$ cat config.mk
export PLATFORM = sky130hd
export DESIGN_NAME = vector_pos_serializer
export DESIGN_NICKNAME = d
export VERILOG_FILES = /design/src/rtl/vector_pos_serializer.sv
export SDC_FILE = /design/constraint.sdc
export NUM_CORES = 1
export LEC_CHECK = 0
export BUFFER_PORTS_ARGS = -buffer_cell sky130_fd_sc_hd__clkbuf_2
export CAP_MARGIN = 20
export CORE_MARGIN = 2
export CORE_UTILIZATION = 53
export CTS_BUF_LIST = sky130_fd_sc_hd__clkbuf_4 sky130_fd_sc_hd__clkbuf_8
export DETAILED_ROUTE_END_ITERATION = 12
export HOLD_SLACK_MARGIN = 0.02
export PLACE_DENSITY_LB_ADDON = 0.1
export SYNTH_ARGS = -nofsm -noshare
export SYNTH_HDL_FRONTEND = slang
export SYNTH_SLANG_ARGS = --single-unit
export TNS_END_PERCENT = 100
$ cat constraint.sdc
create_clock -name clk -period 2.9 [get_ports clk]
set_input_delay 0.58 -clock clk [delete_from_list [all_inputs] [get_ports clk]]
set_output_delay 0.58 -clock clk [all_outputs]
set_load 0.03 [all_outputs]
$ cat src/rtl/vector_pos_serializer.sv
// vector_pos_serializer: streams the position of every set bit of an accepted vector, lowest first.
// Ports:
//   clk        - single rising-edge clock
//   rst_n      - synchronous active-low reset
//   in_valid   - in_vec is valid
//   in_ready   - a vector can be accepted this cycle
//   in_vec     - vector to serialize, sampled only at accept
//   out_valid  - output beat is valid
//   out_ready  - consumer accepts the beat
//   out_idx    - binary position of the current set bit
//   out_onehot - one-hot mask of the current set bit
//   out_last   - final beat of the current vector
//   out_empty  - accepted vector was all-zero (single marker beat)
module vector_pos_serializer #(
    parameter int VECTOR_WIDTH = 16,
    localparam int IDX_W = $clog2(VECTOR_WIDTH)
) (
    input  logic                    clk,
    input  logic                    rst_n,
    input  logic                    in_valid,
    output logic                    in_ready,
    input  logic [VECTOR_WIDTH-1:0] in_vec,
    output logic                    out_valid,
    input  logic                    out_ready,
    output logic [IDX_W-1:0]        out_idx,
    output logic [VECTOR_WIDTH-1:0] out_onehot,
    output logic                    out_last,
    output logic                    out_empty
);
    typedef enum logic [1:0] {IDLE, BUSY, EMPTY} state_t;
    localparam logic [VECTOR_WIDTH-1:0] ONE = VECTOR_WIDTH'(1);
    state_t                  r_state, w_state_nxt;
    logic [VECTOR_WIDTH-1:0] r_rem, w_rem_nxt;
    logic [VECTOR_WIDTH-1:0] w_low, w_rest;
    logic [IDX_W-1:0]        w_low_idx;
    logic                    w_fire, w_accept;
    // Two's-complement tricks: isolate and strip the lowest set bit, modulo 2^VECTOR_WIDTH.
    assign w_low  = r_rem & (~r_rem + ONE);
    assign w_rest = r_rem & (r_rem - ONE);
    always_comb begin
        w_low_idx = '0;
        for (int i = 0; i < VECTOR_WIDTH; i++)
            if (w_low[i]) w_low_idx = w_low_idx | IDX_W'(i);
    end
    assign w_fire   = out_valid && out_ready;
    assign in_ready = rst_n && (r_state == IDLE || (w_fire && out_last));
    assign w_accept = in_valid && in_ready;
    always_ff @(posedge clk) begin
        if (!rst_n) begin
            r_state <= IDLE;
            r_rem   <= '0;
        end else begin
            r_state <= w_state_nxt;
            r_rem   <= w_rem_nxt;
        end
    end
    // Accept is only possible when idle or while the last beat drains, so it overrides everything.
    always_comb begin
        w_state_nxt = w_accept ? ((|in_vec) ? BUSY : EMPTY) :
                      (w_fire && out_last) ? IDLE : r_state;
        w_rem_nxt   = w_accept ? in_vec :
                      (w_fire && r_state == BUSY) ? w_rest : r_rem;
    end
    // Outputs are forced low while reset is asserted, even before the state register clears.
    always_comb begin
        out_valid  = rst_n && r_state != IDLE;
        out_idx    = (rst_n && r_state == BUSY) ? w_low_idx : '0;
        out_onehot = (rst_n && r_state == BUSY) ? w_low : '0;
        out_last   = rst_n && (r_state == EMPTY || (r_state == BUSY && w_rest == '0));
        out_empty  = rst_n && r_state == EMPTY;
    end
endmodule

# [Word level (Yosys, flattened, before mapping)]
# Cells that the tools add are included.
[word_totals] out_inout_bits=24 inputBits=20 wordCells=49 ff_bits=18
[classes] n_reduce_logical=18 n_bitwise=3 n_addsub=2 n_mux=22 eq_ne=2
[ops] op="16-bit 2-to-1 mux" count=3
[ops] op="4-bit 2-to-1 mux" count=9
[ops] op="16-bit AND" count=2
[ops] op="16-bit by 1-bit adder with 16-bit output (second input constant)" count=1
[ops] op="16-bit zero test" count=1
[ops] op="16-bit NOT" count=1
[ops] op="16-bit OR reduction" count=1
[ops] op="16-bit by 1-bit subtractor with 16-bit output (second input constant)" count=1
[ops] op="3-bit 2-to-1 mux" count=4
[ops] op="1-bit logical AND" count=10
[ops] op="2-bit 2-to-1 mux" count=5
[ops] op="2-bit nonzero test" count=3
[ops] op="2-bit by 1-bit equality test with 1-bit output (second input constant)" count=1
[ops] op="2-bit equality test (second input constant)" count=1
[ops] op="2-bit zero test" count=1
[ops] op="1-bit logical OR" count=2
[ops] op="1-bit 2-to-1 mux" count=1

# [Depth between registers and ports, before layout]
# Gate-level depths: netlist of run 1.
[depth] depth_word=19 mapped_depth=9 ltp_nobuf=6

# [Least setup slack after synthesis of run 1]
# OpenSTA, ideal clock, no wires.
[synth_path] kind="flip-flop to output port" startpoint="register r_rem[0]" endpoint="output out_idx[0]" required_ns=2.320 n_path_buf=1 path_slack_ns=0.087 stages_incl_launch_ff=7 arrival_ns=2.233 cell_sequence="dfxtp_1 > buf_6 > nor4_4 > nand4_1 > or3_1 > o22a_1 > a41oi_1"
[synth_via] elab_chain_cells=19
[synth_lines] item="from (decl)" line="33" text="logic [VECTOR_WIDTH-1:0] r_rem, w_rem_nxt;"
[synth_lines] item="from (signal assigned)" line="54" text="r_rem <= w_rem_nxt;"
[synth_lines] item="16-bit NOT (*)" line="38" text="assign w_low = r_rem & (~r_rem + ONE);"
[synth_lines] item="16-bit by 1-bit adder with 16-bit output (*)" line="38"
[synth_lines] item="16-bit AND (*)" line="38"
[synth_lines] item="1-bit 2-to-1 mux" line="43" text="if (w_low[i]) w_low_idx = w_low_idx | IDX_W'(i);"
[synth_lines] item="2-bit 2-to-1 mux (2 in a row)" line="43"
[synth_lines] item="3-bit 2-to-1 mux (4 in a row)" line="43"
[synth_lines] item="4-bit 2-to-1 mux (7 in a row)" line="43"
[synth_lines] item="4-bit 2-to-1 mux (*)" line="43"
[synth_lines] item="4-bit 2-to-1 mux (*)" line="67" text="out_idx = (rst_n && r_state == BUSY) ? w_low_idx : '0;"
[synth_lines] item="to (decl)" line="25" text="output logic [IDX_W-1:0] out_idx,"
# Every way passes the cells marked *; elsewhere a longest branch is shown, timed or not.

# [Worst setup path in the final report of run 1]
[layout_path] startpoint="register r_rem[2]" endpoint="output in_ready"
[layout_via] elab_chain_cells=9
[layout_lines] item="16-bit by 1-bit subtractor with 16-bit output" line="39" text="assign w_rest = r_rem & (r_rem - ONE);"
[layout_lines] item="16-bit AND (*)" line="39"
[layout_lines] item="16-bit zero test (*)" line="69" text="out_last = rst_n && (r_state == EMPTY || (r_state == BUSY && w_rest == '0));"
[layout_lines] item="1-bit logical AND (*)" line="69"
[layout_lines] item="1-bit logical OR (*)" line="69"
[layout_lines] item="1-bit logical AND (*)" line="69"
[layout_lines] item="1-bit logical AND (*)" line="46" text="assign in_ready = rst_n && (r_state == IDLE || (w_fire && out_last));"
[layout_lines] item="1-bit logical OR (*)" line="46"
[layout_lines] item="1-bit logical AND (*)" line="46"
[layout_lines] item="to (decl)" line="21" text="output logic in_ready,"
# Marks and branches as above.

==> results of run 1 <==
-- routing by layer --
| layer | track usage (%) | part of all wire [%] | vias to the layer above |
|---|---|---|---|
| li1 | - | - | 760 |
| met1 | 37.81 | 40 | 773 |
| met2 | 50.51 | 49 | 86 |
| met3 | 6.089 | 8.0 | 26 |
| met4 | 10.10 | 3.4 | 0 |
| met5 | 0 | 0 | - |
-- placed cells by master, fill, tap and decap left out, types with 8 or more instances in the layout --
cell      count
o211ai_1      8
nand2_1       8
nor2_1       12
and3_1       12
clkbuf_2     39
dfxtp_1      15
buf_4        24
mux2_2        8
inv_1        10
-- report_power, final --
| group | total [µW] | internal (µW) | switching [µW] |
|---|---|---|---|
| clock | 155 | 76.6 | 78.1 |
| combinational | 402 | 191 | 211 |
| sequential | 312 | 272 | 40.1 |
| total | 869 | 539 | 330 |
-- critical path, stage by stage (launching register included) --
cell and delay, ps:
dfxtp_4 390, nor4_4 370, nand3_1 190, maj3_2 350
nor4_4 300, and3_4 220, o21a_1 140, buf_8 130
-- how the worst min path moves through the flow --
stage               start    endpoint  slack [ps]
4_1_cts         in_vec[1]    r_rem[1]         490
5_1_grt         in_vec[1]    r_rem[1]         500
3_3_place_gp   r_state[1]  r_state[1]         520
3_5_place_dp   r_state[1]  r_state[1]         540
2_1_floorplan  r_state[1]  r_state[1]         500
6_report        in_vec[1]    r_rem[1]         500
-- cell families after synthesis --
kind of cell | share of synthesized area (%)
simple gates | 31.09
compound gates | 22.04
flops | 25.81
buf+inv | 6.721
mux | 12.90
fa+ha+maj | 1.434
-- state kept, by name, indices dropped and copies added, names as in the netlist --
name and cells:
r_state 2, r_rem 16
-- through the flow --
stage / hold slack, ps / total power [µW] / utilization (%) / setup TNS (ps) / setup WS (ps)
3_3_place_gp: 523.0 / 633.9 / 68.23 / 0 / 148.2
2_1_floorplan: 499.8 / 536.7 / - / 0 / 86.51
3_5_place_dp: 538.9 / 641.9 / 68.23 / 0 / 127.1
4_1_cts: 494.4 / 834.1 / 73.38 / -60.49 / -60.49
6_report: 501.3 / 868.9 / 75.30 / -68.27 / -68.27
5_1_grt: 502.8 / 914.4 / 75.30 / -269.5 / -154.0
-- cell type report --
class,count,area [µm²],share of cell area (%)
multi-input cells,129,977.2,52.38
repair buffers,65,405.4,21.73
clock buffers,4,36.28,1.945
flip-flops and latches,18,371.6,19.92
well taps,30,37.54,2.012
inverters,10,37.54,2.012
-- what timing repair did --
action | CTS | global route
pin swaps | 7 | 5
resized for setup | 12 | 13
setup buffers | 7 | 3
cloned | 0 | 0
setup endpoints to repair | 4 | 15
==> results.cfg, run 1 <==
[place]
dpl.cell_count = 243
port_buffers = 43
gp_congestion = 0.9000
hpwl_um = 3138
place_area_um2 = 1690

[floorplanning]
die_w_um = 55.33
ios = 44
rows = 18
initial_core_util_pct = 56.36
die_h_um = 55.33
dieArea_um2 = 3061
core_um2 = 2477

[job]
cap_violations = 0

[sta]
maxSlewViolCount = 0
clock.fmax_mhz = 336.9
fin_skew_ps = 1.452
rsz0062_at_grt = true
hold_viol = 0
setup_slack_ps = -68.27
worst_pin_slew_ps = 999.9
max_slew_margin_pct = 33.34
setup_viol = 1
period_minus_slack_ps = 2968
fin_crit_sh_pct = 102.4

[synthesis]
synth_area_leader_cell = dfxtp_1
synthArstFlopShare_pct = 0
synth_cell_type_count = 45
postSynthAreaPerCell_um2 = 8.361
synthMostInstantiatedCell = dfxtp_1
ys_top_cells_by_area = dfxtp_1, mux2_2, and3_1, mux2i_1, o311a_1
yosys_warnings = 0
synth_cells = 167
ys.flop_type = dfxtp_1
synth_fp_nets = 187
seq_area_frac_synth_pct = 25.81
synth.top_cell.area_share_pct = 25.81
syn-cell-area_um2 = 1396
ys_ff_latch = 18
synth_common_cells = dfxtp_1, and3_1, nor2_1
synth_edf_count = 0

[drt]
via_per_inst = 6.426
drt_iter0_markers = 124
drc = 0
wirelength_um = 4476
drt_first_pass_iters = 4
wl_per_cell_um = 17.48
vias = 1645
ant_nets = 0

[clock_network]
clockRootBuffer = clkbuf_4
cts_htree_levels = 1
cts_sinks = 18
cts.path.max_buffers = 2
cts_buffers = 3
clkLatencyLatePin_ps = 290
clk_pin_slew_ps = 100
tritoncts = done
hold_buffers = 0

[global_route]
grt_use_total_pct = 29.94
grt_pass1_vias = 1599
grt_pass1_wl_um = 7458
grt_max_degree = 24
antenna_found_initial = 0
grt_overflow = 0

[final_layout]
layout.nets = 247
final_area_um2 = 1866
n_fill_cell = 194
syn_to_final_growth_pct = 33.60
fin_cells = 256
diodes = 0
layout-drive-gt1-share_pct = 42.92

[power]
leakagePower_uw = 0.0009221
powerDensity_nw_per_um2 = 465.8
ir_worst_vdd_v = 0.0004643

[critical_path]
r2r_cells = 8
cp-endpoint = in_ready
cp-start-kind = flop
r2r_end = r_rem[2]
path_max_fanout = 8
worstPathArrival_ps = 2390
regToRegStartpoint = r_rem[3]
setup.worst_path.end_class = output pin
regToRegSetupSlack_ps = 190
startpoint = r_rem[2]
crit_required_ps = 2320
path_class = flop to output pin

[worst_hold_path]
min_path_cells = 3
hold_path_class = input port to flop

[status]
outcome = finished with violations
failed_checks = setup timing
Power figures use the tool's default switching activity.
==> run 2, diff against run 1 <==
--- a/config.mk
+++ b/config.mk
@@ -13,6 +13,8 @@
 export DETAILED_ROUTE_END_ITERATION = 12
 export HOLD_SLACK_MARGIN = 0.02
 export PLACE_DENSITY_LB_ADDON = 0.1
+export REMOVE_ABC_BUFFERS = 1
+export SKIP_LAST_GASP = 1
 export SYNTH_ARGS = -nofsm -noshare
 export SYNTH_HDL_FRONTEND = slang
 export SYNTH_SLANG_ARGS = --single-unit
==> constraint.sdc (replaced) <==
create_clock -name clk -period 3.21 [get_ports clk]
set_input_delay 0.642 -clock clk [delete_from_list [all_inputs] [get_ports clk]]
set_output_delay 0.642 -clock clk [all_outputs]
set_load 0.03 [all_outputs]
==> run 2 against run 1 <==
Compared with the run above: non-clock buffer count decreased by 10; hold slack better by 43 ps; critical path depth stayed put; the run now ends clean; register-to-register slack improved by 400 ps.
==> results.cfg, run 2 (synthesis results as in run 1) <==
[floorplanning]
die_w_um = 55.33
dieArea_um2 = 3061
initial_core_util_pct = 56.36
core_um2 = 2477
ios = 44
rows = 18
die_h_um = 55.33

[sta]
period_minus_slack_ps = 3179
rsz0062_at_grt = true
maxSlewViolCount = 0
fin_tns_setup_ps = 0
fin_crit_sh_pct = 99.02
worst_pin_slew_ps = 422.8
clock.fmax_mhz = 314.6
setup_slack_ps = 31.32
hold_viol = 0
setup_viol = 0
max_slew_margin_pct = 71.81
fin_skew_ps = 6.537

[final_layout]
layout-drive-gt1-share_pct = 38.14
largest_register_ffs = 16
register_area_um2 = 369.1
final_cell_mix = clkbuf_2, dfxtp_1, buf_4
largest_register = r_rem
syn_to_final_growth_pct = 24.10
layout.nets = 237
n_fill_cell = 229
reg.largest.list = r_rem (16), r_state (2)
diodes = 0
final_area_um2 = 1733
layout_commonest_cell = clkbuf_2
multi_input_area_um2 = 958.4

[clock_network]
clkLatencyLatePin_ps = 290
cts_buffers = 3
cts.path.max_buffers = 2
clk_pin_slew_ps = 100
cts_htree_levels = 1
tritoncts = done
cts_sinks = 18
clockRootBuffer = clkbuf_4

[power]
leakagePower_uw = 0.0008574
powerDensity_nw_per_um2 = 401.5
ir_worst_vdd_v = 0.0003630
power_uw = 695.7

[place]
hpwl_um = 3038
port_buffers = 43
place_area_um2 = 1645
place_ws_ps = 208.3
gp_congestion = 0.9579

[global_route]
grt_pass1_vias = 1400
grt_max_degree = 24
grt_overflow = 0
antenna_found_initial = 0
grt_pass1_wl_um = 6368
grt_use_total_pct = 25.77

[drt]
drt_iter0_markers = 87
drt_first_pass_iters = 4
via_per_inst = 6.261
wirelength_um = 3983
ant_nets = 0
vias = 1534
drc = 0
wl_per_cell_um = 16.26

[worst_hold_path]
hold_path_class = flop to flop
min_path_cells = 2

[critical_path]
path_class = flop to output pin
setup.worst_path.end_class = output pin
worstPathArrival_ps = 2540
cp-start-kind = flop
crit_required_ps = 2570
path_max_fanout = 3
r2r_cells = 8

[job]
cap_violations = 0

[status]
outcome = completed
-- run 2: changes by cell type in the layout (fill, tap and decap cells not counted), sizes merged --
| cell | delta |
|---|---|
| clkbuf | +1 |
| buf | -12 |
-- run 2: through the flow --
step,hold WS (ps),instances,util [%]
after global routing,574.3,245,69.95
after CTS,543.2,241,67.93
after global placement,518.2,237,66.41
after detailed placement,530.0,237,66.41
final,543.9,245,69.95
after floorplan,499.7,157,-
-- run 2: per-layer routing --
layer	share of wire, %	track usage (%)
met5	0	0
met4	2.0	11.15
met3	8.3	3.513
met2	47	40.31
met1	43	35.31
-- run 2: worst paths after layout --
kind / start / endpoint / slack [ps]
setup / recovery: r_rem[0] / in_ready / 30
hold / removal: r_state[1] / r_state[1] / 540
setup reg to reg: r_rem[0] / r_rem[15] / 590
hold reg to reg: r_state[1] / r_state[1] / 540
-- run 2: power breakdown --
part	internal [µW]	switching (µW)
combinational	134	173
sequential	246	35.9
clock	43.6	63.6
total	423	273
-- run 2: area by class of cell --
cell class                      instances  area share (%)
Tap cell                               30           2.166
Multi-Input combinational cell        129           55.31
Inverter                               10           2.166
Sequential cell                        18           21.30
Clock buffer                            3           1.300
Timing Repair Buffer                   55           17.76
-- run 2: worst max-delay path: stages (launching register included) --
cell and delay, ps:
dfxtp_2 350, or4_4 570, nor4b_4 330, a31oi_2 160, nor4_4 340, and3_4 240, o21a_1 100, buf_4 150
-- run 2: what timing repair did --
item,4_1_cts,5_1_grt
pin swaps,1,6
resized for setup,3,11
hold buffers,0,0
setup endpoints to repair,1,2
setup buffers,1,4
